`config.mk`:
```
export PLATFORM = sky130hd
export DESIGN_NAME = picomips_sequencer_flat
export DESIGN_NICKNAME = d
export VERILOG_FILES = /design/src/rtl/picomips_sequencer_if.sv /design/src/rtl/picomips_sequencer.sv /design/src/flat_wrapper.sv
export SDC_FILE = /design/constraint.sdc
export NUM_CORES = 1
export LEC_CHECK = 0
export BUFFER_PORTS_ARGS = -buffer_cell sky130_fd_sc_hd__buf_2
export CAP_MARGIN = 20
export CORE_AREA = 3 3 57 46
export CTS_CLUSTER_DIAMETER = 50
export DETAILED_ROUTE_END_ITERATION = 12
export DIE_AREA = 0 0 60 49
export PLACE_DENSITY = 0.76
export RECOVER_POWER = 50
export SLEW_MARGIN = 20
export SYNTH_ARGS = -nofsm -noshare
export SYNTH_HDL_FRONTEND = slang
export SYNTH_SLANG_ARGS = --single-unit
```
`constraint.sdc`:
```
create_clock -name Clock -period 3.8 [get_ports Clock]
set_input_delay 0 -clock Clock [delete_from_list [all_inputs] [get_ports Clock]]
set_output_delay 0 -clock Clock [all_outputs]
set_load 0.1 [all_outputs]
```
`src/rtl/picomips_sequencer_if.sv`:
```
// Bus between the picoMips sequencer and the program ROM / accumulator datapath.
// The master side is the sequencer; the slave side is the ROM plus ALU/register file.
interface picomips_sequencer_if #(
    parameter int PC_W = 5
);
    logic [7:0]      instr;
    logic [PC_W-1:0] pc;
    logic            acc_we;
    logic            reg_we;
    logic            reg_addr;

    modport master (
        input  instr,
        output pc,
        output acc_we,
        output reg_we,
        output reg_addr
    );

    modport slave (
        output instr,
        input  pc,
        input  acc_we,
        input  reg_we,
        input  reg_addr
    );
endinterface

```
`src/rtl/picomips_sequencer.sv`:
```
// picoMips control unit: 4-phase instruction FSM, program counter, write strobes
// and the SW8 wait-for-edge (HEI) handshake on a synchronised, debounced switch.
module picomips_sequencer #(
    parameter int PC_W     = 5,
    parameter int PROG_LEN = 24,
    parameter int DEB_CYC  = 16
) (
    input  logic                   Clock,
    input  logic                   nReset,
    input  logic                   go_sw,
    input  logic                   halt_req,
    picomips_sequencer_if.master   bus,
    output logic                   waiting,
    output logic                   halted,
    output logic                   wrap
);
    localparam logic [2:0] OP_ATR = 3'b110;
    localparam logic [2:0] OP_HEI = 3'b111;
    localparam int         CNT_W  = $clog2(DEB_CYC + 1);

    typedef enum logic [2:0] {
        S_FETCH,
        S_DECODE,
        S_EXEC,
        S_WB,
        S_HOLD,
        S_PARK
    } state_t;

    state_t          state_reg;
    logic [PC_W-1:0] pc_reg;
    logic [2:0]      func_reg;
    logic            arg0_reg;
    logic            acc_we_reg;
    logic            reg_we_reg;
    logic            waiting_reg;
    logic            halted_reg;
    logic            wrap_reg;

    logic [1:0]       go_sync_reg;
    logic             go_db_reg;
    logic [CNT_W-1:0] deb_cnt_reg;

    logic            is_hei;
    logic            is_atr;
    logic            pc_last;
    logic            unused_arg_bits;

    // Only arg[0] matters to the sequencer; the rest of the operand belongs to the datapath.
    assign unused_arg_bits = ^bus.instr[4:1];

    assign is_hei  = (func_reg == OP_HEI);
    assign is_atr  = (func_reg == OP_ATR);
    assign pc_last = (pc_reg == PC_W'(PROG_LEN - 1));

    always_ff @(posedge Clock or negedge nReset) begin
        if (!nReset) begin
            go_sync_reg <= 2'b00;
        end else begin
            go_sync_reg <= {go_sync_reg[0], go_sw};
        end
    end

    // A new SW8 level is accepted only after DEB_CYC consecutive differing samples.
    always_ff @(posedge Clock or negedge nReset) begin
        if (!nReset) begin
            go_db_reg   <= 1'b0;
            deb_cnt_reg <= '0;
        end else if (go_sync_reg[1] == go_db_reg) begin
            deb_cnt_reg <= '0;
        end else if (deb_cnt_reg == CNT_W'(DEB_CYC - 1)) begin
            go_db_reg   <= go_sync_reg[1];
            deb_cnt_reg <= '0;
        end else begin
            deb_cnt_reg <= deb_cnt_reg + 1'b1;
        end
    end

    always_ff @(posedge Clock or negedge nReset) begin
        if (!nReset) begin
            state_reg   <= S_FETCH;
            pc_reg      <= '0;
            func_reg    <= 3'b000;
            arg0_reg    <= 1'b0;
            acc_we_reg  <= 1'b0;
            reg_we_reg  <= 1'b0;
            waiting_reg <= 1'b0;
            halted_reg  <= 1'b0;
            wrap_reg    <= 1'b0;
        end else begin
            acc_we_reg <= 1'b0;
            reg_we_reg <= 1'b0;
            wrap_reg   <= 1'b0;
            case (state_reg)
                S_FETCH: begin
                    state_reg <= S_DECODE;
                end
                S_DECODE: begin
                    func_reg  <= bus.instr[7:5];
                    arg0_reg  <= bus.instr[0];
                    state_reg <= S_EXEC;
                end
                S_EXEC: begin
                    if (is_hei && (go_db_reg == arg0_reg)) begin
                        state_reg   <= S_HOLD;
                        waiting_reg <= 1'b1;
                    end else begin
                        state_reg  <= S_WB;
                        acc_we_reg <= !(is_hei || is_atr);
                        reg_we_reg <= is_atr;
                    end
                end
                S_HOLD: begin
                    // Only HEI reaches HOLD, so neither strobe fires on the way out.
                    if (go_db_reg != arg0_reg) begin
                        state_reg   <= S_WB;
                        waiting_reg <= 1'b0;
                    end
                end
                S_WB: begin
                    pc_reg   <= pc_last ? '0 : pc_reg + 1'b1;
                    wrap_reg <= pc_last;
                    if (halt_req) begin
                        state_reg  <= S_PARK;
                        halted_reg <= 1'b1;
                    end else begin
                        state_reg <= S_FETCH;
                    end
                end
                S_PARK: begin
                    if (!halt_req) begin
                        state_reg  <= S_FETCH;
                        halted_reg <= 1'b0;
                    end
                end
                default: begin
                    state_reg   <= S_FETCH;
                    waiting_reg <= 1'b0;
                    halted_reg  <= 1'b0;
                end
            endcase
        end
    end

    assign bus.pc       = pc_reg;
    assign bus.acc_we   = acc_we_reg;
    assign bus.reg_we   = reg_we_reg;
    assign bus.reg_addr = arg0_reg;
    assign waiting      = waiting_reg;
    assign halted       = halted_reg;
    assign wrap         = wrap_reg;
endmodule

```
`src/flat_wrapper.sv`:
```
// flat-port wrapper written by rule: the top's interface ports become plain ports
module picomips_sequencer_flat 
#(
    parameter int PC_W     = 5,
    parameter int PROG_LEN = 24,
    parameter int DEB_CYC  = 16
)
  (Clock, nReset, go_sw, halt_req, waiting, halted, wrap, bus_instr, bus_pc, bus_acc_we, bus_reg_we, bus_reg_addr);
  picomips_sequencer_if #(.PC_W(PC_W)) bus_i ();
  input  logic Clock;
  input  logic nReset;
  input  logic go_sw;
  input  logic halt_req;
  output logic waiting;
  output logic halted;
  output logic wrap;
  input wire logic [$bits(bus_i.instr)-1:0] bus_instr;
  output wire logic [$bits(bus_i.pc)-1:0] bus_pc;
  output wire logic [$bits(bus_i.acc_we)-1:0] bus_acc_we;
  output wire logic [$bits(bus_i.reg_we)-1:0] bus_reg_we;
  output wire logic [$bits(bus_i.reg_addr)-1:0] bus_reg_addr;
  assign bus_i.instr = bus_instr;
  assign bus_pc = bus_i.pc;
  assign bus_acc_we = bus_i.acc_we;
  assign bus_reg_we = bus_i.reg_we;
  assign bus_reg_addr = bus_i.reg_addr;
  picomips_sequencer #(.PC_W(PC_W), .PROG_LEN(PROG_LEN), .DEB_CYC(DEB_CYC)) u_core (.Clock(Clock), .nReset(nReset), .go_sw(go_sw), .halt_req(halt_req), .bus(bus_i), .waiting(waiting), .halted(halted), .wrap(wrap));
endmodule
```
Word-level counts from Yosys, hierarchy flattened
Index checks and enable logic that the tools add are counted.
Storage, ports and cells
  flip-flop bits (word level): 25
  bits of input ports: 12
  output and inout port bits: 11
Operators by class
  add/subtract/negate cells: 2
  eq/ne operators: 16
  multiplexer cells: 19
  bitwise logic cells: 3
  reduce and logical (&&, ||, !) cells: 10
Operator list (number)
  3-bit one-hot mux with 6 select lines: 1
  5-bit 2-to-1 mux: 3
  3-bit == test (second input constant): 4
  3-bit 2-to-1 mux: 4
  5-bit by 1-bit adder with 5-bit output (second input constant): 2
  1-bit 2-to-1 mux: 9
  4-bit OR reduction: 2
  3-bit by 2-bit == test with 1-bit output (second input constant): 2
  1-bit one-hot mux with 3 select lines: 2
  3-bit AND reduction: 2
  5-bit by 4-bit == test with 1-bit output (second input constant): 1
  5-bit == test (second input constant): 1
  2-bit by 1-bit != test with 1-bit output (second input constant): 2
  2-bit != test (second input constant): 2
  2-bit AND reduction: 2
  3-bit by 1-bit == test with 1-bit output (second input constant): 1
  3-bit zero test: 1
  1-bit inverter: 3
  1-bit == test: 2
  1-bit logical AND: 1
  1-bit zero test: 1
  1-bit logical OR: 1
  1-bit != test: 1

Longest topological paths before layout
Gate-level depths: netlist of the first run.
  word-level depth: 5
  depth in mapped cells: 5
  depth with buffers taken out: 4

Least setup slack after synthesis of the first run
OpenSTA, ideal clock, no wires.
  path type: register to register
  from: register u_core.pc_reg[0], in the netlist u_core.bus.pc[0]
  to: register u_core.pc_reg[4], in the netlist u_core.bus.pc[4]
  arrival time: 1.752 ns
  slack: 1.922 ns
  stages on the path, launching flop included: 4
  path buffers: 0
  period minus slack after synthesis: 1.878 ns
  cell sequence: dfrtp_1 > ha_1 > nand3_2 > mux2_4
Between the ends
  cells in the longest elaborated chain, start to end: 2
  elaborated cells on any way between the ends: 3
  those cells by class: add/sub: 1; eq/ne: 1; mux: 1
Ends and longest elaborated chain
  from (decl): RTL line picomips_sequencer.sv:31  | logic [PC_W-1:0] pc_reg;
  from (signal assigned): RTL line picomips_sequencer.sv:121  | pc_reg <= pc_last ? '0 : pc_reg + 1'b1;
  5-bit by 1-bit adder with 5-bit output or 5-bit == test (tied branches): RTL line picomips_sequencer.sv:121, picomips_sequencer.sv:54
  5-bit 2-to-1 mux (*): RTL line picomips_sequencer.sv:121
Every way passes the cells marked *; elsewhere a longest branch is shown, timed or not.
A chain may end at the register's enable or synchronous reset.

Worst setup path in the final report of the first run
  from: register u_core.state_reg[1]
  to: register u_core.pc_reg[3], in the netlist u_core.bus.pc[3]
Between the ends
  cells in the longest elaborated chain, start to end: 1
Ends and longest elaborated chain
  from (decl): RTL line picomips_sequencer.sv:30  | state_t state_reg;
  from (signal assigned): RTL line picomips_sequencer.sv:81  | state_reg <= S_FETCH;
  from (signal assigned): RTL line picomips_sequencer.sv:96  | state_reg <= S_DECODE;
  from (signal assigned): RTL line picomips_sequencer.sv:101  | state_reg <= S_EXEC;
  3-bit by 2-bit == test with 1-bit output: RTL line picomips_sequencer.sv:94  | case (state_reg)
No other way between the ends.

==> results of run 1 <==
[stage by stage]
| step | area, sq um | hold WS (ns) | utilization [%] | std cells | worst slack, ns |
|---|---|---|---|---|---|
| 2_1_floorplan | 1120 | -0.296 | - | 94 | 1.92 |
| 6_report | 1310 | 0.314 | 64.5 | 143 | 2.25 |
| 4_1_cts | 1310 | 0.195 | 64.6 | 143 | 2.26 |
| 5_1_grt | 1310 | 0.301 | 64.5 | 143 | 2.15 |
| 3_5_place_dp | 1210 | 0.0252 | 59.8 | 132 | 2.28 |
| 3_3_place_gp | 1210 | 0.0107 | 59.8 | 132 | 2.32 |
[final cells by class]
class                      instances  area (sq um)  share of cell area [%]
clock inverter                     1          5.00                   0.382
tap                               24          30.0                    2.29
timing repair buffer              25           158                    12.0
clock buffer                       3          22.5                    1.72
inverter                           2          7.51                   0.573
multi-input combinational         63           462                    35.2
sequential                        25           626                    47.8
[per-layer routing]
layer	global-route usage [%]	vias up
li1	-	377
met1	18.3	370
met2	25.7	13
met3	4.76	7
met4	4.80	0
met5	0	-
[worst register-to-register path, delay by kind of cell, from the launching register on]
kind / cells / cell delay [ns]
mux: 1 / 0.31
flops: 1 / 0.60
simple gates: 2 / 0.54
[final timing paths]
path                                               to  cells after the start
worst min register to register  u_core.go_sync_reg[1]                      0
worst max register to register       u_core.bus.pc[3]                      3
max in group asynchronous            u_core.bus.pc[1]                      2
min in group asynchronous       u_core.go_sync_reg[1]                      2
worst min-delay path            u_core.go_sync_reg[0]                      2
worst max-delay path                 u_core.bus.pc[3]                      3
[logic make-up (layout without fill, tap and decap cells)]
family,count (synthesis),after routing,share of synthesized area [%]
adder cells (fa/ha/maj),2,2,2.23
AO/OA/AOI/OAI,11,11,6.79
multiplexers,7,7,7.68
XOR/XNOR,6,6,4.68
AND/OR/NAND/NOR,37,37,19.7
buffers and inverters,6,31,3.23
flip-flops,25,25,55.7
[synth_stat cells, drive strengths merged]
cell type | number | area, sq um
dfrtp | 25 | 626
nand2 | 8 | 30.0
mux2 | 7 | 86.3
nor2 | 7 | 26.3
nand3 | 5 | 30.0
buf | 4 | 28.8
o21ai | 4 | 20.0
xor2 | 4 | 35.0
nor2b | 3 | 18.8
and2 | 2 | 12.5
and3b | 2 | 17.5
ha | 2 | 25.0
inv | 2 | 7.51
nand3b | 2 | 15.0
nor3 | 2 | 10.0
xnor2 | 2 | 17.5
a21oi | 1 | 5.00
a221oi | 1 | 8.76
a22o | 1 | 8.76
a31oi | 1 | 6.26
a32o | 1 | 10.0
a41oi | 1 | 8.76
and3 | 1 | 6.26
nand2b | 1 | 6.26
nand4 | 1 | 21.3
nand4b | 1 | 8.76
nor3b | 1 | 12.5
nor4 | 1 | 6.26
o221ai | 1 | 8.76
==> flow_summary.rst, run 1 <==
.. list-table::
   :header-rows: 1

   * - Metric
     - Value
   * - Count of cells resized by post-cts repair
     - 0
   * - Number of routed nets with antenna violations
     - 0
   * - Detailed Routing Iterations Pass 1
     - 4
   * - Maximum buffer depth of the clock tree
     - 2
   * - Detail Route met3 WL
     - 75 um
   * - Worst clock skew on the final layout
     - 0.00421 ns
   * - Post-DR wirelength/cell
     - 13.5 um
   * - Max Cap Viol
     - 0
   * - Max Transition Viols Final
     - 0
   * - DRT Wirelength
     - 1.94 mm
   * - Number of port buffers
     - 18
   * - Reg-to-reg setup timing slack
     - 2.25 ns
   * - CTS clk-pin slew, worst paths
     - 0.13 ns
   * - Number of ports placed on the die boundary
     - 23
   * - GP Congestion
     - 0.776
   * - Worst path slowest cell
     - dfrtp_1
   * - Hold Path Class
     - input pin to flip-flop
   * - Sum of negative setup slack
     - 0 ns
   * - CTS tree
     - built
   * - Final period util
     - 40.8%
   * - # rows
     - 14
   * - Critical Path, Cell by Cell
     - and3b_1 -> nand4_4 -> mux2_4
   * - Final Critical Period
     - 1.55 ns
   * - Worst Path Class, Setup
     - flip-flop to flip-flop
   * - Crit path launch type
     - flip-flop
   * - Number of buffers inserted for hold repair after clock tree synthesis
     - 7
   * - Clk root buf
     - clkbuf_4
   * - Number of nets in the layout
     - 134
   * - Yosys cell types
     - 33
   * - Buffers inserted by post-CTS timing repair
     - 0
   * - Maximum level of the CTS H-tree
     - 1
   * - CP arrival
     - 1.76 ns
   * - Post-Syn Instances
     - 94
   * - Worst Setup SP
     - u_core.state_reg[1]
   * - GRT Overall Usage
     - 15.3%
   * - Syn-to-layout area delta
     - 16.6%
   * - Overall overflow remaining after global route
     - 0
   * - WP buf/inv
     - 0
   * - Global-route wire length before repair
     - 3.47 mm
   * - Data required time of the critical path
     - 4.01 ns
   * - Met2 WL post-DR
     - 988 um
   * - Post-synthesis sequential area ratio
     - 55.7%
   * - Via count of the first global-routing pass
     - 800
   * - Commonest non-fill, non-tap cells in the layout
     - 25 x dfrtp_1, 16 x buf_2, 8 x nand2_1, 7 x nor2_1, 7 x dlygate4sd3_1
   * - Delay of the slowest critical-path stage
     - 0.60 ns
   * - Most common cell after layout, fill and taps aside
     - dfrtp_1
   * - Post-Syn Area per Cell
     - 12.0 sq um
   * - Hold Crit Start
     - go_sw
   * - Iteration-0 DRC Markers
     - 23
   * - Die height
     - 49 um
   * - Hold Vio Cnt, Final
     - 0
   * - Syn. warnings
     - 0
   * - Overall via count from detail_route
     - 767
   * - Nets in the synthesized netlist
     - 108
   * - Die boundary width
     - 60 um
   * - Measured slew at the worst slew-check pin
     - 1.30 ns
   * - Area of the die
     - 2940 sq um
   * - Crit path max-delay family
     - flip-flops
   * - Post-route met1 wirelength
     - 845 um
   * - Achievable frequency
     - 645 MHz
   * - Number of antenna cells inserted
     - 0
   * - Initial antenna violation count
     - 0
   * - Relative slew slack
     - 13.0%
   * - Startpoint of the most critical register-to-register path
     - u_core.state_reg[1]
   * - CORE AREA
     - 2030 sq um
   * - Clock net sink count
     - 25
   * - Max Fanout on Critical Path
     - 13
   * - # fillers
     - 170
   * - Clock insertion delay at the later pin of the skew report
     - 0.31 ns
   * - Flops & latches, synth
     - 25
   * - DRC violations left
     - 0
   * - Starting density of the core
     - 55.3%
   * - Mapped Area
     - 1120 sq um
   * - Uppermost layer routed
     - met4
   * - Result of the run
     - finished, final reports clean
   * - Share of post-route cells with drive strength above 1
     - 25.2%
   * - Detailed placer's ending HPWL
     - 1.36 mm
   * - Count of endpoints failing setup in the final report
     - 0
   * - Largest net degree at the start of global routing
     - 26
   * - Num CTS Buffers
     - 3
   * - CP Capture Type
     - flip-flop
   * - Vias per cell
     - 5.36
   * - Unrepaired setup endpoints after global routing
     - no
Power of run 1 is left out: the tool's default activity adds up to more than one toggle a clock period on the data nets, which glitch-free logic cannot reach.
==> run 2, diff against run 1 <==
--- a/config.mk
+++ b/config.mk
@@ -7,11 +7,11 @@
 export LEC_CHECK = 0
 export BUFFER_PORTS_ARGS = -buffer_cell sky130_fd_sc_hd__buf_2
 export CAP_MARGIN = 20
-export CORE_AREA = 3 3 57 46
+export CORE_AREA = 3 3 58 47
 export CTS_CLUSTER_DIAMETER = 50
 export DETAILED_ROUTE_END_ITERATION = 12
-export DIE_AREA = 0 0 60 49
-export PLACE_DENSITY = 0.76
+export DIE_AREA = 0 0 61 50
+export PLACE_DENSITY = 0.74
 export RECOVER_POWER = 50
 export SLEW_MARGIN = 20
 export SYNTH_ARGS = -nofsm -noshare
==> constraint.sdc (replaced) <==
create_clock -name Clock -period 1.5 [get_ports Clock]
set_input_delay 0 -clock Clock [delete_from_list [all_inputs] [get_ports Clock]]
set_output_delay 0 -clock Clock [all_outputs]
set_load 0.1 [all_outputs]
==> run 2 against run 1 <==
  * Via count is 5.9% higher
  * Critical path depth is the same
  * Wire length rose by 0.47%
  * Non-clock buffer count grew 4
  * Hold slack worse by 0.11 ns
  * Die area grew 3.7%
  * Global-route usage grew 0.41 points
  * First-iteration DRC count is 78% lower
  * Register-to-register slack lost 2.1 ns
==> flow_summary.rst, run 2 (synthesis results as in run 1) <==
.. list-table::
   :header-rows: 1

   * - Metric
     - Value
   * - WP buf/inv
     - 0 (unchanged)
   * - Max Transition Viols Final
     - 0 (unchanged)
   * - Post-Place Worst Slack
     - 0.0823 ns (-2.20 ns)
   * - Startpoint of the most critical register-to-register path
     - u_core.state_reg[1]
   * - Most common cell after layout, fill and taps aside
     - dfrtp_1
   * - Worst clock skew on the final layout
     - 0.00378 ns (-0.000433 ns)
   * - Global-route wire length before repair
     - 3.48 mm (+0.40%)
   * - Cells after DPL
     - 137 (+3.8%)
   * - Number of cells on the critical path
     - 3 (unchanged)
   * - CP Capture Type
     - flip-flop
   * - Measured slew at the worst slew-check pin
     - 0.596 ns (-0.708 ns)
   * - Num CTS Buffers
     - 3 (unchanged)
   * - Worst vdd ir
     - 1.02 mV
   * - Worst path slowest cell
     - dfrtp_1
   * - Overall overflow remaining after global route
     - 0 (unchanged)
   * - Number of routed nets with antenna violations
     - 0 (unchanged)
   * - Unrepaired setup endpoints after global routing
     - no
   * - Buffers inserted by post-CTS timing repair
     - 0 (unchanged)
   * - Die height
     - 50 um (+2.0%)
   * - CTS clk-pin slew, worst paths
     - 0.13 ns (about the same)
   * - Path depth of the worst reg2reg path
     - 3 (unchanged)
   * - Number of port buffers
     - 18 (unchanged)
   * - Max Fanout on Critical Path
     - 9 (-4)
   * - Hold Path Class
     - input pin to asynchronous set/reset pin
   * - Delay of the slowest critical-path stage
     - 0.52 ns (-0.08 ns)
   * - GP Congestion
     - 0.808 (+4.1%)
   * - Share of post-route cells with drive strength above 1
     - 33.3% (+8.1 points)
   * - R2R Path End
     - u_core.bus.pc[3]
   * - Worst-case setup margin in the final layout
     - 0.126 ns (-2.12 ns)
   * - CP arrival
     - 1.59 ns (-0.17 ns)
   * - Maximum buffer depth of the clock tree
     - 2 (unchanged)
   * - Final Critical Period
     - 1.37 ns (-0.176 ns)
   * - Leakage
     - 0.000649 uW
   * - Number of ports placed on the die boundary
     - 23 (unchanged)
   * - Count of endpoints failing setup in the final report
     - 0 (unchanged)
   * - Commonest non-fill, non-tap cells in the layout
     - 20 x dfrtp_1, 17 x buf_2, 8 x nand2_1, 7 x nor2_1, 7 x dlygate4sd3_1
   * - Max Cap Viol
     - 0 (unchanged)
   * - Post-DR wirelength/cell
     - 13.1 um (-2.9%)
   * - # rows
     - 15 (+1)
   * - Initial antenna violation count
     - 0 (unchanged)
   * - Clock insertion delay at the later pin of the skew report
     - 0.31 ns (about the same)
   * - CORE AREA
     - 2230 sq um (+9.9%)
   * - DRT Wirelength
     - 1.94 mm (+0.47%)
   * - Result of the run
     - finished, final reports clean
   * - Critical Path, Cell by Cell
     - and3b_2 -> nand4_4 -> mux2_4
   * - Data required time of the critical path
     - 1.71 ns (-2.30 ns)
   * - Power, Total
     - 3050 uW
   * - Post-placement cell area
     - 1260 sq um (+3.5%)
   * - Post-layout instance area
     - 1350 sq um (+3.2%)
   * - Largest net degree at the start of global routing
     - 26 (unchanged)
   * - Detailed Routing Iterations Pass 1
     - 4 (unchanged)
   * - Crit path max-delay family
     - flip-flops
   * - Clock net sink count
     - 25 (unchanged)
   * - Die boundary width
     - 61 um (+1.7%)
   * - Starting density of the core
     - 50.3% (-5.0 points)
   * - Worst Path Class, Setup
     - flip-flop to flip-flop
   * - Via count of the first global-routing pass
     - 797 (-0.38%)
   * - Overall via count from detail_route
     - 812 (+5.9%)
   * - Detailed placer's ending HPWL
     - 1.40 mm (+2.8%)
   * - Sum of negative setup slack
     - 0 ns (unchanged)
   * - DRC violations left
     - 0 (unchanged)
   * - Maximum level of the CTS H-tree
     - 1 (unchanged)
   * - Syn-to-layout area delta
     - 20.4%
   * - Vias per cell
     - 5.49 (+2.3%)
   * - Number of antenna cells inserted
     - 0 (unchanged)
   * - Achievable frequency
     - 728 MHz (+13%)
   * - Area of the die
     - 3050 sq um (+3.7%)
   * - Count of non-filler cells in the finished layout
     - 148 (+3.5%)
   * - Final period util
     - 91.6% (+51 points)
   * - Clk root buf
     - clkbuf_4
   * - Reg-to-reg setup timing slack
     - 0.13 ns (-2.12 ns)
   * - Total power divided by cell area
     - 2260 nW/um^2
   * - GRT Overall Usage
     - 15.7% (+0.41 points)
   * - Crit path launch type
     - flip-flop
   * - CTS tree
     - built
   * - Relative slew slack
     - 60.2% (+47 points)
   * - Number of nets in the layout
     - 138 (+3.0%)
   * - Hold Vio Cnt, Final
     - 0 (unchanged)
   * - Iteration-0 DRC Markers
     - 5 (-78%)
run 2: cell types whose count changed in the layout (fill, tap and decap cells not counted):
cell / delta
dfrtp_1: -5
buf_4: +3
dfrtp_2: +3
dfrtp_4: +2
and3b_1: -1
and3b_2: +1
buf_2: +1
clkbuf_1: -1
clkbuf_2: +1
run 2: worst max path at each step:
stage	slack [ns]	start	to
after floorplan	0.07	u_core.bus.pc[3]	u_core.bus.pc[0]
after global placement	0.13	u_core.state_reg[1]	u_core.bus.pc[3]
after detailed placement	0.08	u_core.state_reg[1]	u_core.bus.pc[3]
after CTS	0.05	u_core.state_reg[1]	u_core.bus.pc[3]
after global routing	0.07	u_core.state_reg[1]	u_core.bus.pc[3]
final	0.13	u_core.state_reg[1]	u_core.bus.pc[3]
run 2: cell type report:
type	instances	area, sq um
fill	186	881
sequential	25	637
timing repair buffer	29	186
multi-input combinational	63	463
inverter	2	7.51
clock inverter	1	5.00
tap	25	31.3
clock buffer	3	22.5
run 2: through the flow:
| step | utilization, % | hold slack [ns] |
|---|---|---|
| after floorplan | - | -0.296 |
| after global placement | 56.3 | 0.0201 |
| after detailed placement | 56.3 | 0.0148 |
| after CTS | 60.7 | 0.199 |
| after global routing | 60.6 | 0.253 |
| final | 60.6 | 0.208 |
run 2: power breakdown:
part           switching, uW  internal (uW)
Sequential               228            894
Clock                    195           99.8
Combinational           1170            466
run 2: layer usage:
layer / track usage [%] / part of all wire [%] / up-vias
met3: 5.76 / 4.0 / 2
met1: 18.1 / 45 / 408
met2: 26.3 / 50 / 14
li1: - / - / 388
met5: 0 / 0 / -
met4: 5.42 / 1.1 / 0
run 2: what timing repair did:
| item | in CTS | in global routing |
|---|---|---|
| endpoints found under the hold margin | 32 | 0 |
| hold buffers | 7 | 0 |
| resized for setup | 0 | 1 |
| endpoints found under the setup margin | 0 | 2 |
No activity file was read; power rests on OpenSTA's default activity.
